**config.mk**
```make
export PLATFORM = sky130hd
export DESIGN_NAME = y_signature_compactor
export DESIGN_NICKNAME = d
export VERILOG_FILES = /design/src/rtl/y_signature_compactor.sv
export SDC_FILE = /design/constraint.sdc
export NUM_CORES = 1
export LEC_CHECK = 0
export ABC_AREA = 1
export BUFFER_PORTS_ARGS = -buffer_cell sky130_fd_sc_hd__buf_2
export CAP_MARGIN = 20
export CORE_AREA = 8 8 203 205
export CTS_CLUSTER_SIZE = 16
export DETAILED_ROUTE_END_ITERATION = 10
export DIE_AREA = 0 0 211 213
export GPL_TIMING_DRIVEN = 0
export HOLD_SLACK_MARGIN = 0.06
export PLACE_DENSITY_LB_ADDON = 0.08
export SLEW_MARGIN = 30
export SYNTH_ARGS = -nofsm -noshare
export SYNTH_HDL_FRONTEND = slang
export SYNTH_SLANG_ARGS = --single-unit
```
**constraint.sdc**
```tcl
create_clock -name clk -period 3.1 [get_ports clk]
set_input_delay 0.155 -clock clk [delete_from_list [all_inputs] [get_ports clk]]
set_output_delay 0.155 -clock clk [all_outputs]
set_load 0.1 [all_outputs]
```
**src/rtl/y_signature_compactor.sv**
```systemverilog
// ---------------------------------------------------------------------------
// y_signature_compactor
//
// Compresses the DUT output word `y` into a SIG_W-bit multiple-input
// signature register (MISR).  A capture starts on `start`, folds in one word
// per cycle with `sample_en`, and ends on `stop` or after N_SAMPLES accepted
// samples.  The final signature and the sample count are then offered to
// the run checker through a valid/ready handshake.
//
// Ports
//   clk         sampling clock, rising edge active
//   rst         synchronous active-high reset
//   start       load SEED, clear count, enter RUN (restarts when in RUN)
//   sample_en   qualifies `y` this cycle
//   y           DUT output word, IN_W bits
//   stop        end capture early
//   sig_out     final signature, SIG_W bits
//   sample_cnt  accepted samples, CNT_W bits, saturating
//   sig_valid   sig_out / sample_cnt hold a result
//   sig_ready   consumer accepts the result
//   busy        high while capturing (RUN)
// ---------------------------------------------------------------------------
module y_signature_compactor #(
  parameter int                IN_W      = 481,
  parameter int                SIG_W     = 32,
  parameter logic [SIG_W-1:0]  POLY      = 32'h04C11DB7,
  parameter logic [SIG_W-1:0]  SEED      = 32'hFFFFFFFF,
  parameter int                N_SAMPLES = 21,
  parameter int                CNT_W     = 16
) (
  input  logic              clk,
  input  logic              rst,
  input  logic              start,
  input  logic              sample_en,
  input  logic [IN_W-1:0]   y,
  input  logic              stop,
  output logic [SIG_W-1:0]  sig_out,
  output logic [CNT_W-1:0]  sample_cnt,
  output logic              sig_valid,
  input  logic              sig_ready,
  output logic              busy
);

  typedef enum logic [1:0] {
    IDLE = 2'd0,
    RUN  = 2'd1,
    DONE = 2'd2
  } state_t;

  // Number of SIG_W chunks after zero-padding y up to a whole chunk.
  localparam int NCHUNK = (IN_W + SIG_W - 1) / SIG_W;

  state_t             state_reg, state_next;
  logic [SIG_W-1:0]   sig_reg, sig_next;
  logic [CNT_W-1:0]   cnt_reg, cnt_next;
  logic [SIG_W-1:0]   sig_out_reg, sig_out_next;
  logic               valid_reg, valid_next;

  // -------------------------------------------------------------------------
  // Fold: XOR of all SIG_W-bit chunks of the zero-padded input word.
  // Built as a prefix-XOR chain so each chunk is a visible stage.
  // -------------------------------------------------------------------------
  logic [NCHUNK*SIG_W-1:0]      y_pad;
  logic [NCHUNK:0][SIG_W-1:0]   fold_acc;
  logic [SIG_W-1:0]             fold;

  always_comb begin
    y_pad            = '0;
    y_pad[IN_W-1:0]  = y;
  end

  assign fold_acc[0] = '0;

  generate
    for (genvar gi = 0; gi < NCHUNK; gi++) begin : g_fold
      assign fold_acc[gi+1] = fold_acc[gi] ^ y_pad[gi*SIG_W +: SIG_W];
    end
  endgenerate

  assign fold = fold_acc[NCHUNK];

  // -------------------------------------------------------------------------
  // MISR step and saturating counter increment.
  // X on y is deliberately not masked: it must show up in the signature.
  // -------------------------------------------------------------------------
  logic [SIG_W-1:0] misr_step;
  logic [CNT_W-1:0] cnt_inc;
  logic             auto_hit;

  assign misr_step = {sig_reg[SIG_W-2:0], 1'b0}
                   ^ (sig_reg[SIG_W-1] ? POLY : '0)
                   ^ fold;

  // Count sticks at all-ones; the signature keeps stepping regardless.
  assign cnt_inc  = (&cnt_reg) ? cnt_reg : cnt_reg + 1'b1;

  // The sample being accepted this cycle brings the count to N_SAMPLES.
  assign auto_hit = (N_SAMPLES != 0) && (cnt_inc == CNT_W'(N_SAMPLES));

  // -------------------------------------------------------------------------
  // State register and datapath registers
  // -------------------------------------------------------------------------
  always_ff @(posedge clk) begin
    if (rst) begin
      state_reg   <= IDLE;
      sig_reg     <= SEED;
      cnt_reg     <= '0;
      sig_out_reg <= '0;
      valid_reg   <= 1'b0;
    end else begin
      state_reg   <= state_next;
      sig_reg     <= sig_next;
      cnt_reg     <= cnt_next;
      sig_out_reg <= sig_out_next;
      valid_reg   <= valid_next;
    end
  end

  // -------------------------------------------------------------------------
  // Next-state and next-data logic
  // -------------------------------------------------------------------------
  logic [SIG_W-1:0] sig_acc;
  logic [CNT_W-1:0] cnt_acc;

  always_comb begin
    state_next   = state_reg;
    sig_next     = sig_reg;
    cnt_next     = cnt_reg;
    sig_out_next = sig_out_reg;
    valid_next   = valid_reg;
    sig_acc      = sample_en ? misr_step : sig_reg;
    cnt_acc      = sample_en ? cnt_inc   : cnt_reg;

    unique case (state_reg)
      IDLE: begin
        if (start) begin
          sig_next   = SEED;
          cnt_next   = '0;
          state_next = RUN;
        end
      end

      RUN: begin
        if (start) begin
          // Restart wins over any sample or stop in the same cycle.
          sig_next = SEED;
          cnt_next = '0;
        end else begin
          sig_next = sig_acc;
          cnt_next = cnt_acc;
          // The same-cycle sample is already in sig_acc, so the published
          // signature includes it and appears one edge after the sample.
          if (stop || (sample_en && auto_hit)) begin
            state_next   = DONE;
            sig_out_next = sig_acc;
            valid_next   = 1'b1;
          end
        end
      end

      DONE: begin
        // Result holds until accepted; start alone cannot discard it.
        if (valid_reg && sig_ready) begin
          valid_next = 1'b0;
          state_next = IDLE;
        end
      end

      default: begin
        state_next = IDLE;
      end
    endcase
  end

  assign sig_out    = sig_out_reg;
  assign sample_cnt = cnt_reg;
  assign sig_valid  = valid_reg;
  assign busy       = (state_reg == RUN);

endmodule

```
* After elaboration in Yosys (flattened, before gate mapping) *
Cells that the tools add are included.

storage, ports and cells
  word-level logic and storage cells = 63
  input bits = 487
  bits in registers = 83

cells by class
  eq/ne operators = 8
  muxes and demuxes = 19
  add/subtract/negate cells = 1
  bitwise gates (word level) = 18
  reductions and logical operators = 12

operators by type and width
  operator               number
  $xor 32x32->32         15
  $mux 32                3
  $mux 16                4
  $pmux 32 s2            1
  $pmux 16 s2            1
  $xor 32x1->32          1
  $xor 32x27->32         1
  $mux 27                1
  $add 16x1->16 const B  1
  $eq 16x5->1 const B    1
  $reduce_and 16->1      1
  $mux 2                 4
  $reduce_and 4->1       2
  $ne 2x2->1 const B     3
  $pmux 2 s3             1
  $reduce_and 3->1       2
  $reduce_bool 2->1      2
  $mux 1                 3
  $ne 3x3->1 const B     1
  $eq 2x1->1 const B     1
  $eq 2x2->1 const B     1
  $logic_and 1x1->1      2
  $logic_not 2->1        1
  $ne 2x1->1 const B     1
  4 further kinds        4

* Depth between registers and ports, before layout *
  word-level depth = 19
  gate-level depth with buffers = 16
  depth with buffers taken out = 16

* Least setup slack after synthesis *
OpenSTA, ideal clock, no wires.

  kind = reg2reg
  start = reg cnt_reg[0] (netlist: sample_cnt[0])
  end = reg sig_out_reg[26] (netlist: sig_out[26])
  arrival time = 2.834 ns
  slack = 0.154 ns
  cell stages (with the launch flop) = 16
  clock period less this slack = 2.946 ns
  buffers on the path = 1
  data required time = 2.987 ns
  cell sequence = dfxtp_1 -> ha_1 -> nand3_1 -> inv_2 -> nand2_4 -> nor2_8 -> nand2_1 -> o21ai_1 -> nand3_1 -> nor2_2 -> nand3_2 -> nand2_4 -> nand2_4 -> buf_4 -> nor2_1 -> nor2_1

between the ends
  longest elaborated chain between the ends = 6
  elaborated cells on any way between the ends = 7
  classes of those cells = add/sub (1); eq/ne (1); mux (1); reduce/logical (4)

ends and longest elaborated chain
  item                                                       RTL line  source
  from (decl)                                                55        logic [CNT_W-1:0] cnt_reg, cnt_next;
  from (signal assigned)                                     113       cnt_reg <= cnt_next;
  $add 16x1->16 / $reduce_and 16->1 (equally long branches)  95        assign cnt_inc = (&cnt_reg) ? cnt_reg : cnt_reg + 1'b1;
  $mux 16 *                                                  95
  $eq 16x5->1 *                                              98        assign auto_hit = (N_SAMPLES != 0) && (cnt_inc == CNT_W'(N_SAMPLES));
  $logic_and 1x1->1 *                                        153       if (stop || (sample_en && auto_hit)) begin
  $logic_or 1x1->1 *                                         153
  $reduce_and 3->1 (no source line) *                        -
  to (signal assigned)                                       114       sig_out_reg <= sig_out_next;
  to (decl)                                                  56        logic [SIG_W-1:0] sig_out_reg, sig_out_next;

Mark *: on every way between the ends. The rest lies on a longest branch, timed or not.
A chain may end at the register's enable or synchronous reset.

* Worst setup path in the final report *
  start = reg cnt_reg[0] (netlist: sample_cnt[0])
  end = reg sig_out_reg[1] (netlist: sig_out[1])

Same word-level chain as after synthesis.

==> impl_metrics.env <==
export IMPL_hold_violations=0
export IMPL_yosys_warnings=0
export IMPL_yosys_area_top_type="nand2_1"
export IMPL_setup_viol=0
export IMPL_rsz0062_at_grt="no"
export IMPL_grt_pass1_vias=12100
export IMPL_start_util_pct=27.7
export IMPL_cts_hold_buf=0
export IMPL_worstHoldEndpoint="state_reg[1]$_SDFFE_PP0P_"
export IMPL_fin_skew_ns=0.0104
export IMPL_dp_hpwl_um=36200
export IMPL_synth_ff_latch_count=83
export IMPL_drv_cap=0
export IMPL_area_delta_synth_final_pct=34.6
export IMPL_path_clk_slew_ns=0.06
export IMPL_endpoint_kind="flip-flop"
export IMPL_r2r_cells=15
export IMPL_worstHoldStart="sig_ready"
export IMPL_io_buffers=536
export IMPL_worstSetupStartpoint="sample_cnt[0]$_SDFFE_PP0P_"
export IMPL_first_pass_iters=4
export IMPL_synth_area_top_cells="nand2_1 23%, xnor2_1 18%, dfxtp_1 16%"
export IMPL_arrival_ns=3.05
export IMPL_routed_wl_um=41400
export IMPL_insertion_delay_ns=0.35
export IMPL_placed_cells=2833
export IMPL_std_cell_rows=72
export IMPL_syn_area_um2=10600
export IMPL_synth_nets=2267
export IMPL_dieWidth_um=211
export IMPL_worstReg2RegEnd="sig_out[1]$_SDFFE_PP0P_"
export IMPL_hp_class="in -> reg"
export IMPL_vias_per_cell=4.23
export IMPL_worstReg2RegStart="sample_cnt[0]$_SDFFE_PP0P_"
export IMPL_ys_flop_type="dfxtp_1"
export IMPL_drc_errors=0
export IMPL_cp_start_kind="flip-flop"
export IMPL_drv_slew=0
export IMPL_async_reset_ff_share_pct=0
export IMPL_final_cells=2850
export IMPL_htree_levels=3
export IMPL_cp_required_ns=3.34
export IMPL_ios=537
export IMPL_cts_sinks=83
export IMPL_overflow=0
export IMPL_netlist_area_leader_share_pct=22.9
export IMPL_path_max_fanout=10
export IMPL_detail_route_wl_per_cell_um=14.5
export IMPL_numCtsBuffers=9
export IMPL_cts_setup_buffers=0
export IMPL_nNetsFinal=2814
export IMPL_grt_use_total_pct=17.7
export IMPL_grt_max_degree=14
export IMPL_reg2reg_slack_ns=0.29
export IMPL_status="finished, final reports clean"
export IMPL_whs_path_depth=4
export IMPL_cts_root_buf="clkbuf_16"
export IMPL_p_leak_nw=7.99
export IMPL_cp_slowest_cell="dfxtp_1"
export IMPL_place_congestion=0.861
export IMPL_cts_buffer_depth=2
export IMPL_seq_area_frac_synth_pct=15.7
export IMPL_relSlewSlack_pct=45.9
export IMPL_min_period_ns=2.81
export IMPL_synth_cell_type_count=32
export IMPL_postRouteAntennaNets=0
export IMPL_cts_tree="yes"
export IMPL_drive_gt1_share_pct=27.0
export IMPL_worst_slew_pin_slew_ns=0.811
export IMPL_dieArea_um2=44900
export IMPL_netlist_instances=1779
export IMPL_power_density_nw_per_um2=324
export IMPL_peakVddDrop_mv=0.200
export IMPL_grt_pass1_wl_um=62900
export IMPL_synth_edf_count=0
export IMPL_critPathKind="reg -> reg"
export IMPL_core_area_um2=38100
export IMPL_period_share_pct=90.7
export IMPL_crit_path_max_incr_delay_ns=0.42
export IMPL_fmax_ghz=0.356
export IMPL_die_y_um=213
export IMPL_via_count=12000
export IMPL_syn_area_per_cell_um2=5.94
export IMPL_ctsResizeCount=0
export IMPL_initialDrtViolationCount=384
export IMPL_cp_cell_sequence="ha_1 -> nand3_1 -> inv_2 -> nand4_2 -> buf_4 -> nand3_1 -> nor2_1 -> nand2_1 -> nor2_1 -> nand3_2 -> nand2_4 -> buf_2 -> nand3_1 -> nand2_1 -> nor2_1"
export IMPL_antenna_found_initial=4
export IMPL_setup_tns_final_ns=0
==> worst max path at each step <==
| stage | endpoint | slack [ns] | cells past startpoint |
|---|---|---|---|
| 3_5_place_dp | sig_out[1]$_SDFFE_PP0P_ | 0.23 | 15 |
| 3_3_place_gp | sig_out[1]$_SDFFE_PP0P_ | 0.20 | 15 |
| 4_1_cts | sig_out[1]$_SDFFE_PP0P_ | 0.22 | 15 |
| 2_1_floorplan | sig_out[26]$_SDFFE_PP0P_ | 0.15 | 15 |
| 6_report | sig_out[1]$_SDFFE_PP0P_ | 0.29 | 15 |
| 5_1_grt | sig_out[1]$_SDFFE_PP0P_ | 0.03 | 15 |
==> kinds of logic after synthesis <==
family	count (synthesis)	share of synthesized area, %
XOR/XNOR	355	29.5
adder cells (fa/ha/maj)	1	0.118
AO/OA/AOI/OAI	106	5.80
buffers and inverters	281	10.6
flip-flops	83	15.7
AND/OR/NAND/NOR	953	38.3
==> metrics by stage <==
stage	hold slack (ns)	area, µm²	utilization [%]	total power (W)	setup WS [ns]
global route	0.143	14200	37.3	0.00502	0.0325
detailed placement	0.475	13900	36.5	0.00349	0.228
floorplan	0.345	10600	-	0.00273	0.154
global placement	0.467	13900	36.5	0.00345	0.196
CTS	0.115	14200	37.3	0.00470	0.217
finish	0.127	14200	37.3	0.00461	0.288
==> layout make-up <==
class,instances,area (µm²)
multi-input cells,1415,7790
inverters,243,912
plain buffers,38,209
clock buffers,11,243
well taps,518,648
fillers,4306,23900
diodes,2,5.00
clock inverters,4,75.1
repair buffers,536,2680
flip-flops and latches,83,1660
==> cell usage in the layout (no fill, tap or decap), types with 3 or more instances in the layout <==
| master | instances |
|---|---|
| buf_2 | 544 |
| nand3b_1 | 13 |
| nand4_1 | 18 |
| clkbuf_1 | 22 |
| clkbuf_16 | 9 |
| dfxtp_1 | 83 |
| a21oi_2 | 20 |
| nand3_1 | 165 |
| nand2_1 | 646 |
| nand2b_1 | 4 |
| xnor2_1 | 222 |
| o21ai_0 | 26 |
| xor2_1 | 132 |
| nor2_1 | 64 |
| or2_2 | 31 |
| inv_1 | 242 |
| a21oi_1 | 55 |
| nand2_4 | 3 |
| buf_1 | 4 |
| buf_12 | 3 |
==> cells in the mapped netlist (4+ instances only) <==
| cell type | count |
|---|---|
| nand2_1 | 646 |
| inv_1 | 242 |
| xnor2_1 | 222 |
| nand3_1 | 165 |
| xor2_1 | 132 |
| dfxtp_1 | 83 |
| nor2_1 | 64 |
| a21oi_1 | 55 |
| or2_2 | 31 |
| o21ai_0 | 26 |
| clkbuf_1 | 21 |
| a21oi_2 | 20 |
| nand4_1 | 18 |
| nand3b_1 | 13 |
| buf_2 | 8 |
| buf_1 | 4 |
| nand2b_1 | 4 |
==> power by group <==
group	switching [W]	total (W)	internal (W)
combinational	0.00134	0.00229	0.000952
clock	0.000458	0.00118	0.000724
sequential	0.0000353	0.00114	0.00111
==> per-layer routing <==
layer,wire [µm],part of all wire (%),global-route usage (%)
met1,17100,41,19.6
met2,21700,52,34.6
met3,2330,5.6,3.79
met4,218,0.53,2.20
met5,25,0.060,0
==> critical path: cells and delay by family (launching register included) <==
family | cells | cell delay [ns]
AND/OR/NAND/NOR | 11 | 1.38
buffers and inverters | 3 | 0.58
flip-flops | 1 | 0.42
adder cells (fa/ha/maj) | 1 | 0.32
Power figures use the tool's default switching activity.
